`src/rtl/vga_sync_if.sv`:
```
// vga_sync_if: pixel-timing bundle between the sync generator and the graphics/DAC side
interface vga_sync_if;
  logic [11:0] rgb_in;
  logic        p_tick;
  logic [9:0]  x;
  logic [9:0]  y;
  logic        video_on;
  logic        hsync;
  logic        vsync;
  logic        frame_tick;
  logic [11:0] rgb_out;
  modport master (input rgb_in, output p_tick, x, y, video_on, hsync, vsync, frame_tick, rgb_out);
  modport slave  (output rgb_in, input p_tick, x, y, video_on, hsync, vsync, frame_tick, rgb_out);
endinterface

```
`src/rtl/vga_sync_gen.sv`:
```
// vga_sync_gen: VGA pixel divider, x/y raster counters, registered syncs and colour output
module vga_sync_gen #(
  parameter int H_DISPLAY = 640,
  parameter int H_FRONT   = 16,
  parameter int H_SYNC    = 96,
  parameter int H_BACK    = 48,
  parameter int V_DISPLAY = 480,
  parameter int V_FRONT   = 10,
  parameter int V_SYNC    = 2,
  parameter int V_BACK    = 33,
  parameter int CLK_DIV   = 4
) (
  input logic         clk,
  input logic         reset,
  vga_sync_if.master  v
);
  localparam int H_TOTAL = H_DISPLAY + H_FRONT + H_SYNC + H_BACK;
  localparam int V_TOTAL = V_DISPLAY + V_FRONT + V_SYNC + V_BACK;
  localparam int DW = CLK_DIV > 1 ? $clog2(CLK_DIV) : 1;
  localparam logic [DW-1:0] DIV_LAST = DW'(CLK_DIV - 1);
  localparam logic [9:0] H_LAST = 10'(H_TOTAL - 1);
  localparam logic [9:0] V_LAST = 10'(V_TOTAL - 1);
  localparam logic [9:0] H_VIS  = 10'(H_DISPLAY);
  localparam logic [9:0] V_VIS  = 10'(V_DISPLAY);
  localparam logic [9:0] HS_BEG = 10'(H_DISPLAY + H_FRONT);
  localparam logic [9:0] HS_END = 10'(H_DISPLAY + H_FRONT + H_SYNC - 1);
  localparam logic [9:0] VS_BEG = 10'(V_DISPLAY + V_FRONT);
  localparam logic [9:0] VS_END = 10'(V_DISPLAY + V_FRONT + V_SYNC - 1);
  logic [DW-1:0] div, div_n;
  logic [9:0] x_n, y_n;
  logic tick_n, h_wrap, v_wrap;
  always_comb begin
    div_n  = div == DIV_LAST ? '0 : div + 1'b1;
    tick_n = div_n == DIV_LAST;
    h_wrap = v.x == H_LAST;
    v_wrap = v.y == V_LAST;
    x_n    = v.p_tick ? (h_wrap ? '0 : v.x + 10'd1) : v.x;
    y_n    = v.p_tick && h_wrap ? (v_wrap ? '0 : v.y + 10'd1) : v.y;
  end
  // syncs and video_on are computed from next counter values so they line up with x/y
  always_ff @(posedge clk) begin
    if (reset) begin
      div          <= '0;
      v.x          <= '0;
      v.y          <= '0;
      v.p_tick     <= 1'b0;
      v.frame_tick <= 1'b0;
      v.hsync      <= 1'b1;
      v.vsync      <= 1'b1;
      v.video_on   <= 1'b1;
      v.rgb_out    <= '0;
    end else begin
      div          <= div_n;
      v.x          <= x_n;
      v.y          <= y_n;
      v.p_tick     <= tick_n;
      v.frame_tick <= tick_n && x_n == H_LAST && y_n == V_LAST;
      v.hsync      <= !(x_n >= HS_BEG && x_n <= HS_END);
      v.vsync      <= !(y_n >= VS_BEG && y_n <= VS_END);
      v.video_on   <= x_n < H_VIS && y_n < V_VIS;
      if (v.p_tick) v.rgb_out <= v.video_on ? v.rgb_in : 12'h000;
    end
  end
endmodule
```
`src/flat_wrapper.sv`:
```
// flat-port wrapper written by rule: the top's interface ports become plain ports
module vga_sync_gen_flat 
#(
  parameter int H_DISPLAY = 640,
  parameter int H_FRONT   = 16,
  parameter int H_SYNC    = 96,
  parameter int H_BACK    = 48,
  parameter int V_DISPLAY = 480,
  parameter int V_FRONT   = 10,
  parameter int V_SYNC    = 2,
  parameter int V_BACK    = 33,
  parameter int CLK_DIV   = 4
)
  (clk, reset, v_rgb_in, v_p_tick, v_x, v_y, v_video_on, v_hsync, v_vsync, v_frame_tick, v_rgb_out);
  vga_sync_if v_i ();
  input logic clk;
  input logic reset;
  input wire logic [$bits(v_i.rgb_in)-1:0] v_rgb_in;
  output wire logic [$bits(v_i.p_tick)-1:0] v_p_tick;
  output wire logic [$bits(v_i.x)-1:0] v_x;
  output wire logic [$bits(v_i.y)-1:0] v_y;
  output wire logic [$bits(v_i.video_on)-1:0] v_video_on;
  output wire logic [$bits(v_i.hsync)-1:0] v_hsync;
  output wire logic [$bits(v_i.vsync)-1:0] v_vsync;
  output wire logic [$bits(v_i.frame_tick)-1:0] v_frame_tick;
  output wire logic [$bits(v_i.rgb_out)-1:0] v_rgb_out;
  assign v_i.rgb_in = v_rgb_in;
  assign v_p_tick = v_i.p_tick;
  assign v_x = v_i.x;
  assign v_y = v_i.y;
  assign v_video_on = v_i.video_on;
  assign v_hsync = v_i.hsync;
  assign v_vsync = v_i.vsync;
  assign v_frame_tick = v_i.frame_tick;
  assign v_rgb_out = v_i.rgb_out;
  vga_sync_gen #(.H_DISPLAY(H_DISPLAY), .H_FRONT(H_FRONT), .H_SYNC(H_SYNC), .H_BACK(H_BACK), .V_DISPLAY(V_DISPLAY), .V_FRONT(V_FRONT), .V_SYNC(V_SYNC), .V_BACK(V_BACK), .CLK_DIV(CLK_DIV)) u_core (.clk(clk), .reset(reset), .v(v_i));
endmodule
```
`config.mk`:
```
export PLATFORM = sky130hd
export DESIGN_NAME = vga_sync_gen_flat
export DESIGN_NICKNAME = d
export VERILOG_FILES = /design/src/rtl/vga_sync_if.sv /design/src/rtl/vga_sync_gen.sv /design/src/flat_wrapper.sv
export SDC_FILE = /design/constraint.sdc
export NUM_CORES = 1
export LEC_CHECK = 0
export ABC_CLOCK_PERIOD_IN_PS = 2600
export CAP_MARGIN = 40
export CORE_MARGIN = 2
export CORE_UTILIZATION = 45
export CTS_CLUSTER_DIAMETER = 150
export DETAILED_ROUTE_END_ITERATION = 8
export PLACE_DENSITY = 0.73
export SLEW_MARGIN = 20
export SYNTH_ARGS = -nofsm -noshare
export SYNTH_HDL_FRONTEND = slang
export SYNTH_SLANG_ARGS = --single-unit
```
`constraint.sdc`:
```
create_clock -name clk -period 2.6 [get_ports clk]
set_clock_uncertainty 0.05 [all_clocks]
set_input_delay 0.39 -clock clk [delete_from_list [all_inputs] [get_ports clk]]
set_output_delay 0.39 -clock clk [all_outputs]
set_load 0.01 [all_outputs]
```
# After elaboration in Yosys (flattened, before gate mapping)
# Cells that the tools add are included.
# word_totals
reg_bits	39
inputBits	14
output_inout_bits	37
elab_cells	38
# classes
n_addsub	3
n_lt_le_gt_ge	6
eq_ne	6
muxes	6
n_reduce_logical	8
# ops
operator	count
10-bit equality test, second input constant	4
10-bit 2-to-1 mux	4
10-bit by 1-bit adder with 10-bit output, second input constant	2
12-bit 2-to-1 mux	1
10-bit >= comparator, second input constant	1
10-bit by 9-bit >= comparator with 1-bit output, second input constant	1
10-bit <= comparator, second input constant	1
10-bit by 9-bit <= comparator with 1-bit output, second input constant	1
10-bit less-than comparator, second input constant	1
10-bit by 9-bit less-than comparator with 1-bit output, second input constant	1
1-bit logical AND	6
2-bit equality test, second input constant	2
2-bit by 1-bit adder with 2-bit output, second input constant	1
1-bit zero test	2
2-bit 2-to-1 mux	1

# Depth between registers and ports, before layout
# Gate-level depths: netlist of the first run.
# depth
word_depth	6
depth_mapped	9
mapped_depth_nobuf	8

# Worst setup path before layout of the first run
# No wires, ideal clock.
# synth_path
path_type	reg2reg
startpoint	register u_core.v.x[0]
endpoint	register u_core.v.frame_tick
setup_time_ps	88
arrival_time_ps	2115
required_time_ps	2462
setup_slack_ps	347
stages_incl_launch_ff	8
n_path_buf	0
synth_period_minus_slack_ps	2253
cell_sequence	dfxtp_1 -> ha_1 -> nand2_1 -> nor4_4 -> nand3b_1 -> a21boi_1 -> or3_1 -> nor4_2
# synth_via
elab_chain_len	6
elab_cells_between_ends	10
classes_between	1 x add/sub; 3 x eq/ne; 3 x mux; 3 x reduce/logical
# synth_rtl
item	line_no	text
from (decl)	vga_sync_if.sv:12	modport master (input rgb_in, output p_tick, x, y, video_on, hsync, vsync, frame_tick, rgb_out);
from (signal assigned)	vga_sync_gen.sv:54	v.x <= x_n;
10-bit by 1-bit adder with 10-bit output / 10-bit equality test (equally long branches)	vga_sync_gen.sv:37, vga_sync_gen.sv:35	
10-bit 2-to-1 mux (2 in a row)	vga_sync_gen.sv:37	x_n = v.p_tick ? (h_wrap ? '0 : v.x + 10'd1) : v.x;
10-bit equality test	vga_sync_gen.sv:57	v.frame_tick <= tick_n && x_n == H_LAST && y_n == V_LAST;
1-bit logical AND	vga_sync_gen.sv:57	
1-bit logical AND (*)	vga_sync_gen.sv:57	
to (signal assigned)	vga_sync_gen.sv:47	v.frame_tick <= 1'b0;
to (signal assigned)	vga_sync_gen.sv:57	
to (decl)	vga_sync_if.sv:12	
# Mark *: on every way between the ends. The rest lies on a longest branch, timed or not.
# A chain may end at the register's enable or synchronous reset.

# Worst setup path after layout of the first run
# Same ends and word-level chain as after synthesis.

==> results of run 1 <==
==> registers in the layout, indices dropped and copies added, names as in the netlist <==
register             cells
u_core.v.rgb_out        12
u_core.v.x              10
u_core.v.y              10
u_core.div               2
u_core.v.frame_tick      1
u_core.v.hsync           1
u_core.v.p_tick          1
u_core.v.video_on        1
u_core.v.vsync           1
==> worst max-delay path by stage <==
stage	endpoint	slack [ns]	depth (start not counted)
final	u_core.v.frame_tick	0.21	8
after global routing	u_core.v.frame_tick	0.05	8
after CTS	u_core.v.frame_tick	0.12	8
after detailed placement	u_core.v.frame_tick	0.15	8
after global placement	u_core.v.vsync	0.32	6
after floorplan	u_core.v.frame_tick	0.35	7
==> placed cells by master (no fill, tap or decap), types with 3 or more instances in the layout <==
master           netlist  final
nand3_1                7      7
nor2_1                43     43
nand2_1               17     17
nor2b_1               16     16
xnor2_1                7      7
clkdlybuf4s50_1        0     50
and3_1                 5      5
xor2_1                 8      8
clkbuf_8               0      5
o21ai_0                3      3
o22ai_1                4      4
buf_4                  0     14
nor3_1                13     13
inv_1                  5      5
nor4_1                 5      5
a21oi_1               28     28
dfxtp_1               39     39
ha_1                   5      4
nand4_1                5      5
and2_1                 4      4
==> cells in the mapped netlist (all sizes together) (3+ instances only) <==
cell type / n
a21oi: 28
nand3: 8
nor4: 8
o21ai: 3
xnor2: 7
xor2: 8
and3: 5
dfxtp: 39
and2: 4
nor3: 13
nand4: 5
nor2: 43
inv: 5
nand2: 17
ha: 5
clkbuf: 10
o22ai: 4
buf: 9
nor2b: 16
==> layer usage <==
layer / global-route usage [%] / up-vias / wire length [µm]
li1: - / 1042 / -
met1: 29.2 / 921 / 2440
met2: 30.7 / 87 / 2260
met3: 6.22 / 13 / 400
met4: 8.02 / 0 / 81
met5: 0 / - / 0
==> cells by family after synthesis <==
group | after synthesis | synth area share, %
adder cells (fa/ha/maj) | 5 | 2.93
XOR/XNOR | 15 | 6.15
AND/OR/NAND/NOR | 132 | 34.5
buffers and inverters | 24 | 4.98
AO/OA/AOI/OAI | 52 | 14.9
flip-flops | 39 | 36.6
==> metrics by stage <==
| stage | instances | cell area, µm² | hold WS, ns | util [%] | setup slack [ns] |
|---|---|---|---|---|---|
| finish | 374 | 2860 | 0.400 | 61.4 | 0.208 |
| detailed placement | 364 | 2710 | 0.392 | 58.1 | 0.150 |
| global placement | 364 | 2710 | 0.390 | 58.1 | 0.323 |
| CTS | 372 | 2840 | 0.404 | 61.0 | 0.117 |
| global route | 374 | 2860 | 0.428 | 61.4 | 0.0477 |
| floorplan | 267 | 2140 | 0.378 | - | 0.347 |
==> power by group through the flow <==
stage | logic (mW) | registers (mW) | clock network, mW
2_1_floorplan | 0.0383 | 0.637 | 0
3_3_place_gp | 0.0919 | 0.633 | 0
3_5_place_dp | 0.0924 | 0.633 | 0
4_1_cts | 0.0931 | 0.620 | 0.627
5_1_grt | 0.103 | 0.622 | 0.651
6_report | 0.0918 | 0.620 | 0.611
==> final cells by class <==
type	count	area [µm²]	share of cell area [%]
multi-input cells	204	1250	43.7
clock inverters	3	67.6	2.36
clock buffers	5	68.8	2.41
flip-flops and latches	39	781	27.3
well taps	54	67.6	2.36
inverters	5	18.8	0.656
repair buffers	64	606	21.2
==> repair_timing <==
action	CTS	global route
buffers inserted	0	2
setup endpoints to repair	0	2
gates resized for setup	0	1
==> summary.md, run 1 <==
| Metric | Value |
|---|---|
| Run status | complete, no violations |
| Insertion delay to the later sink of the worst-skew pair | 0.30 ns |
| # fillers | 410 |
| Diodes inserted | 0 |
| Synthesized Nets | 286 |
| Final Slew Violations | 0 |
| Count of cell types in the netlist | 49 |
| RD Place Congestion | 0.869 |
| Syn Std Cell Area | 0.00214 mm² |
| Width of the die | 72.9 µm |
| Worst setup EP type | register |
| Fmax | 418 MHz |
| Worst path arrival time | 2.55 ns |
| Max-slew headroom | 68.6% |
| Register share of total power | 46.9% |
| Number of H-tree levels | 2 |
| Vert. Die Dim | 72.9 µm |
| Main area contributors after synthesis | dfxtp_1 (37%), nor2_1 (7.6%), a21oi_1 (6.6%) |
| Hold crit path type | register to register |
| Cell accounting for the most synthesized area | dfxtp_1 |
| EDFF count, synth | 0 |
| Clock power share | 46.2% |
| CP delay by family, top | simple AND/OR/NAND/NOR gates |
| Reg2reg start | u_core.v.x[0] |
| DRT iter0 DRCs | 168 |
| Total Nets Final | 338 |
| Total Routing Usage GR | 21.0% |
| # IOs | 51 |
| Total CTS buffers | 5 |
| Critical path buffer and inverter count | 1 |
| MaxCap Viol Count | 0 |
| IO buf count | 50 |
| Yosys top cell area share | 36.6% |
| CTS tree | done |
| Yosys warns | 0 |
| GRT overflow | 0 |
| Min-delay src | u_core.div[0] |
| P per Cell Area | 463 mW/mm² |
| FF+latch count, synth | 39 |
| Initial antenna violation count | 0 |
| Area grow syn2layout | 33.9% |
| Net Sw Frac | 21.0% |
| Internal cell power | 1.04 mW |
| Reg2reg path depth | 8 |
| Final routed DRC violation total | 0 |
| Register area share after synthesis | 36.6% |
| Design Power | 1.32 mW |
| Routed via count | 2,063 |
| Post-synth ARST share | 0% |
| Pleak | 0.996 nW |
| ANT nets after route | 0 |
| Required @ worst endpoint | 2.76 ns |
| Sw Pwr | 0.279 mW |
| Initial Util | 45.8% |
| Final setup violating endpoints | 0 |
| Critical-path top delay cell | dfxtp_1 |
| Maximum vdd drop | 395 µV |
| Worst slew pin tran | 0.467 ns |
| Worst setup path class | register to register |
| First-pass GRT wire length | 8790 µm |
| Avg Inst Size Synth | 8.00 µm² |
| CTS Hold Buffers Added | 0 |
| Worst hold path cell count | 1 |
| Final hold vios | 0 |
| Die area | 0.00531 mm² |
| Reg-to-reg slack, setup | 0.21 ns |
| Routed len/inst | 13.8 µm |
| Num rows | 25 |
| CP Cell Sequence | ha_2 -> nand2_1 -> nor4_4 -> buf_4 -> nand3b_1 -> a21boi_1 -> or3_1 -> nor4_2 |
| Clock buffer depth | 2 |
| Syn Inst Count | 267 |
| Clock Pin Slew Worst Setup and Hold Paths | 0.08 ns |
| Clock root buffer | clkbuf_8 |
| Crit-path max FO | 7 |
| Core Box Area | 0.00466 mm² |
| Post-synth top flop | dfxtp_1 |
| Vias in the first global route | 1,819 |
| Drt total wl | 5180 µm |
| Setup TNS Final | 0 ns |
| Min Tclk post-route | 2.39 ns |
| Vias per cell | 5.52 |
| Crit Reg-Reg Endpoint | u_core.v.frame_tick |
| CTS sink count | 39 |
| Drt first pass iters | 4 |
| Hold EP | u_core.div[0] |
| RSZ-0062 raised after global routing | no |
| Largest net degree at the start of global routing | 38 |
| Final period util | 92.0% |
| HPWL reported at the end of detailed placement | 3540 µm |
| Worst Setup SP | u_core.v.x[0] |
| Slowest cell delay on critical path | 0.46 ns |
| Logic pwr share | 6.9% |
| Worst Setup Start Kind | register |
| Share of layout cells above drive strength 1 | 9.38% |
(Power assumes the default switching activity.)
==> run 2: changes to the inputs <==
Settings changed: ABC_CLOCK_PERIOD_IN_PS 2600 to 2000, PLACE_DENSITY 0.73 to 0.76.
Clock period 2.6 ns to 2 ns, I/O delays scaled along.
==> summary.md, run 2 (synthesized netlist as in run 1, its figures left out) <==
| Metric | Value |
|---|---|
| Run status | finished, violations left |
| Failing checks | negative setup slack |
| Area grow syn2layout | 53.7% |
| Number of H-tree levels | 2 (unchanged) |
| Vert. Die Dim | 72.9 µm (unchanged) |
| Hold crit path type | register to register |
| Routed len/inst | 15.5 µm (+12%) |
| Largest net degree at the start of global routing | 24 (-37%) |
| Initial Util | 45.8% (unchanged) |
| Share of layout cells above drive strength 1 | 26.5% (+17 points) |
| Slowest cell delay on critical path | 0.45 ns (about the same) |
| Final setup violating endpoints | 2 (+2) |
| RD Place Congestion | 0.997 (+15%) |
| Most frequent cells in the layout | buf_4 (51), clkdlybuf4s50_1 (50), nor2_1 (42) |
| Worst setup path class | register to register |
| Final hold vios | 0 (unchanged) |
| Pleak | 1.26 nW (+27%) |
| CP Cell Sequence | nand3_1 -> nor4_2 -> nand3b_1 -> a21boi_4 -> or3_4 -> nor4_2 |
| Max-slew headroom | 70.2% (+1.6 points) |
| Width of the die | 72.9 µm (unchanged) |
| Required @ worst endpoint | 2.18 ns (-0.58 ns) |
| Maximum vdd drop | 424 µV (+7.3%) |
| GRT met1 Usage | 31.2% (+2.0 points) |
| GRT met3 Usage | 7.18% (+0.97 points) |
| Crit-path max FO | 5 (-2) |
| M2 GR Usage | 39.0% (+8.3 points) |
| Critical-path top delay cell | nor4_2 |
| Reg2reg path depth | 6 (-2) |
| Min Tclk post-route | 2.07 ns (-0.323 ns) |
| Final Slew Violations | 0 (unchanged) |
| Worst setup margin | -0.0689 ns (-0.277 ns) |
| CTS Hold Buffers Added | 0 (unchanged) |
| Clock buffer depth | 2 (unchanged) |
| Worst slew pin tran | 0.446 ns (-0.0206 ns) |
| Design Power | 1.61 mW (+22%) |
| Clock Pin Slew Worst Setup and Hold Paths | 0.08 ns (about the same) |
| Worst Setup Start Kind | register |
| Hold EP | u_core.div[0] |
| Reg-to-reg slack, setup | -0.07 ns (-0.28 ns) |
| Final period util | 103% (+11 points) |
| Drt total wl | 6400 µm (+24%) |
| # IOs | 51 (unchanged) |
| Die area | 0.00531 mm² (unchanged) |
| IO buf count | 50 (unchanged) |
| Reg2reg start | u_core.v.y[4] |
| Initial antenna violation count | 0 (unchanged) |
| Crit Reg-Reg Endpoint | u_core.v.frame_tick |
| Final routed DRC violation total | 0 (unchanged) |
| Worst path arrival time | 2.25 ns (-0.30 ns) |
| GRT overflow | 0 (unchanged) |
| Min-delay src | u_core.div[0] |
| Clock root buffer | clkbuf_8 |
| Fmax | 483 MHz (+16%) |
| DRT iter0 DRCs | 154 (-8.3%) |
| Largest registers | u_core.v.rgb_out: 12 flops, u_core.v.x: 10 flops, u_core.v.y: 10 flops |
| Num rows | 25 (unchanged) |
| Setup TNS Final | -0.0717 ns (-0.0717 ns) |
| Busiest grt layer | met2 |
| Hold slack | 0.409 ns (+0.00885 ns) |
| Max FFs per register | 12 (unchanged) |
| Core Box Area | 0.00466 mm² (unchanged) |
| Worst setup EP type | register |
| Vias per cell | 5.60 (+1.5%) |
| RSZ-0062 raised after global routing | yes |
| First-pass GRT wire length | 10,200 µm (+16%) |
| Worst hold path cell count | 1 (unchanged) |
| HPWL reported at the end of detailed placement | 4370 µm (+23%) |
| CTS tree | done |
| Layout Utilization | 70.4% (+9.0 points) |
| Drt first pass iters | 5 (+1) |
| Setup Slack @ Placement | -0.0758 ns (-0.225 ns) |
| Vias in the first global route | 2,232 (+23%) |
| P per Cell Area | 490 mW/mm² (+6.0%) |
| Diodes inserted | 0 (unchanged) |
| Insertion delay to the later sink of the worst-skew pair | 0.30 ns (about the same) |
| MaxCap Viol Count | 0 (unchanged) |
| Most frequent cell on the critical path | nor4_2 |
| Total Routing Usage GR | 24.5% (+3.4 points) |
| Largest Register | u_core.v.rgb_out |
| Total Nets Final | 377 (+12%) |
| Commonest non-fill, non-tap cell in the layout | buf_4 |
| ANT nets after route | 0 (unchanged) |
| Routed via count | 2,313 (+12%) |
| Total CTS buffers | 5 (unchanged) |
| CTS sink count | 39 (unchanged) |
run 2: changes by cell type in the layout (fill, tap and decap cells not counted), moves of 3 or more:
| cell | previous run | this run |
|---|---|---|
| buf_4 | 14 | 51 |
| dfxtp_1 | 39 | 30 |
| dfxtp_2 | 0 | 6 |
| dfxtp_4 | 0 | 3 |
run 2: cell type report:
cell class | count | area (µm²)
clock buffer | 6 | 72.6
clock inverter | 2 | 37.5
tap | 54 | 67.6
timing repair buffer | 103 | 906
multi-input combinational | 204 | 1380
sequential | 39 | 800
fill | 352 | 1380
inverter | 5 | 18.8
run 2: repair_timing:
item,4_1_cts,5_1_grt
buffers inserted,3,1
pin swaps,8,8
hold endpoints to repair,0,0
resized for setup,16,11
setup endpoints to repair,4,5
run 2: worst max path at each step:
stage / from / end / slack [ns] / depth (start not counted)
after floorplan: u_core.v.x[7] / u_core.v.frame_tick / -0.02 / 7
after global placement: u_core.v.x[9] / u_core.v.frame_tick / -0.07 / 7
after detailed placement: u_core.v.x[9] / u_core.v.frame_tick / -0.08 / 7
after CTS: u_core.v.x[0] / u_core.v.frame_tick / 0.001 / 8
after global routing: u_core.v.y[4] / u_core.v.frame_tick / -0.14 / 6
final: u_core.v.y[4] / u_core.v.frame_tick / -0.07 / 6
run 2: stage by stage:
step / cell area, µm² / instances
5_1_grt: 3280 / 413
3_5_place_dp: 3030 / 401
6_report: 3280 / 413
4_1_cts: 3230 / 412
2_1_floorplan: 2190 / 267
3_3_place_gp: 3030 / 401
run 2: report_power, final:
group	switching, mW	leakage, nW	internal [mW]
registers	0.0109	0.321	0.791
clock network	0.303	0.0514	0.372
logic	0.0587	0.889	0.0731
total	0.373	1.26	1.24
run 2: routing by layer:
metal / routed length, µm / part of all wire (%) / vias to the layer above
met2: 2960 / 46 / 80
met3: 447 / 7.0 / 24
li1: - / - / 1122
met5: 0 / 0 / -
met4: 199 / 3.1 / 0
met1: 2790 / 44 / 1087
run 2: worst max-delay path, delay by kind of cell, from the launching register on:
kind	cells	cell delay [ns]
AO/OA/AOI/OAI	1	0.18
flip-flops	1	0.40
AND/OR/NAND/NOR	5	1.36
==> run 3: changes to the inputs <==
Settings changed: CAP_MARGIN 40 to 10.
==> results of run 3 <==
Final layout, timing and power as in run 2 (identical DEF).
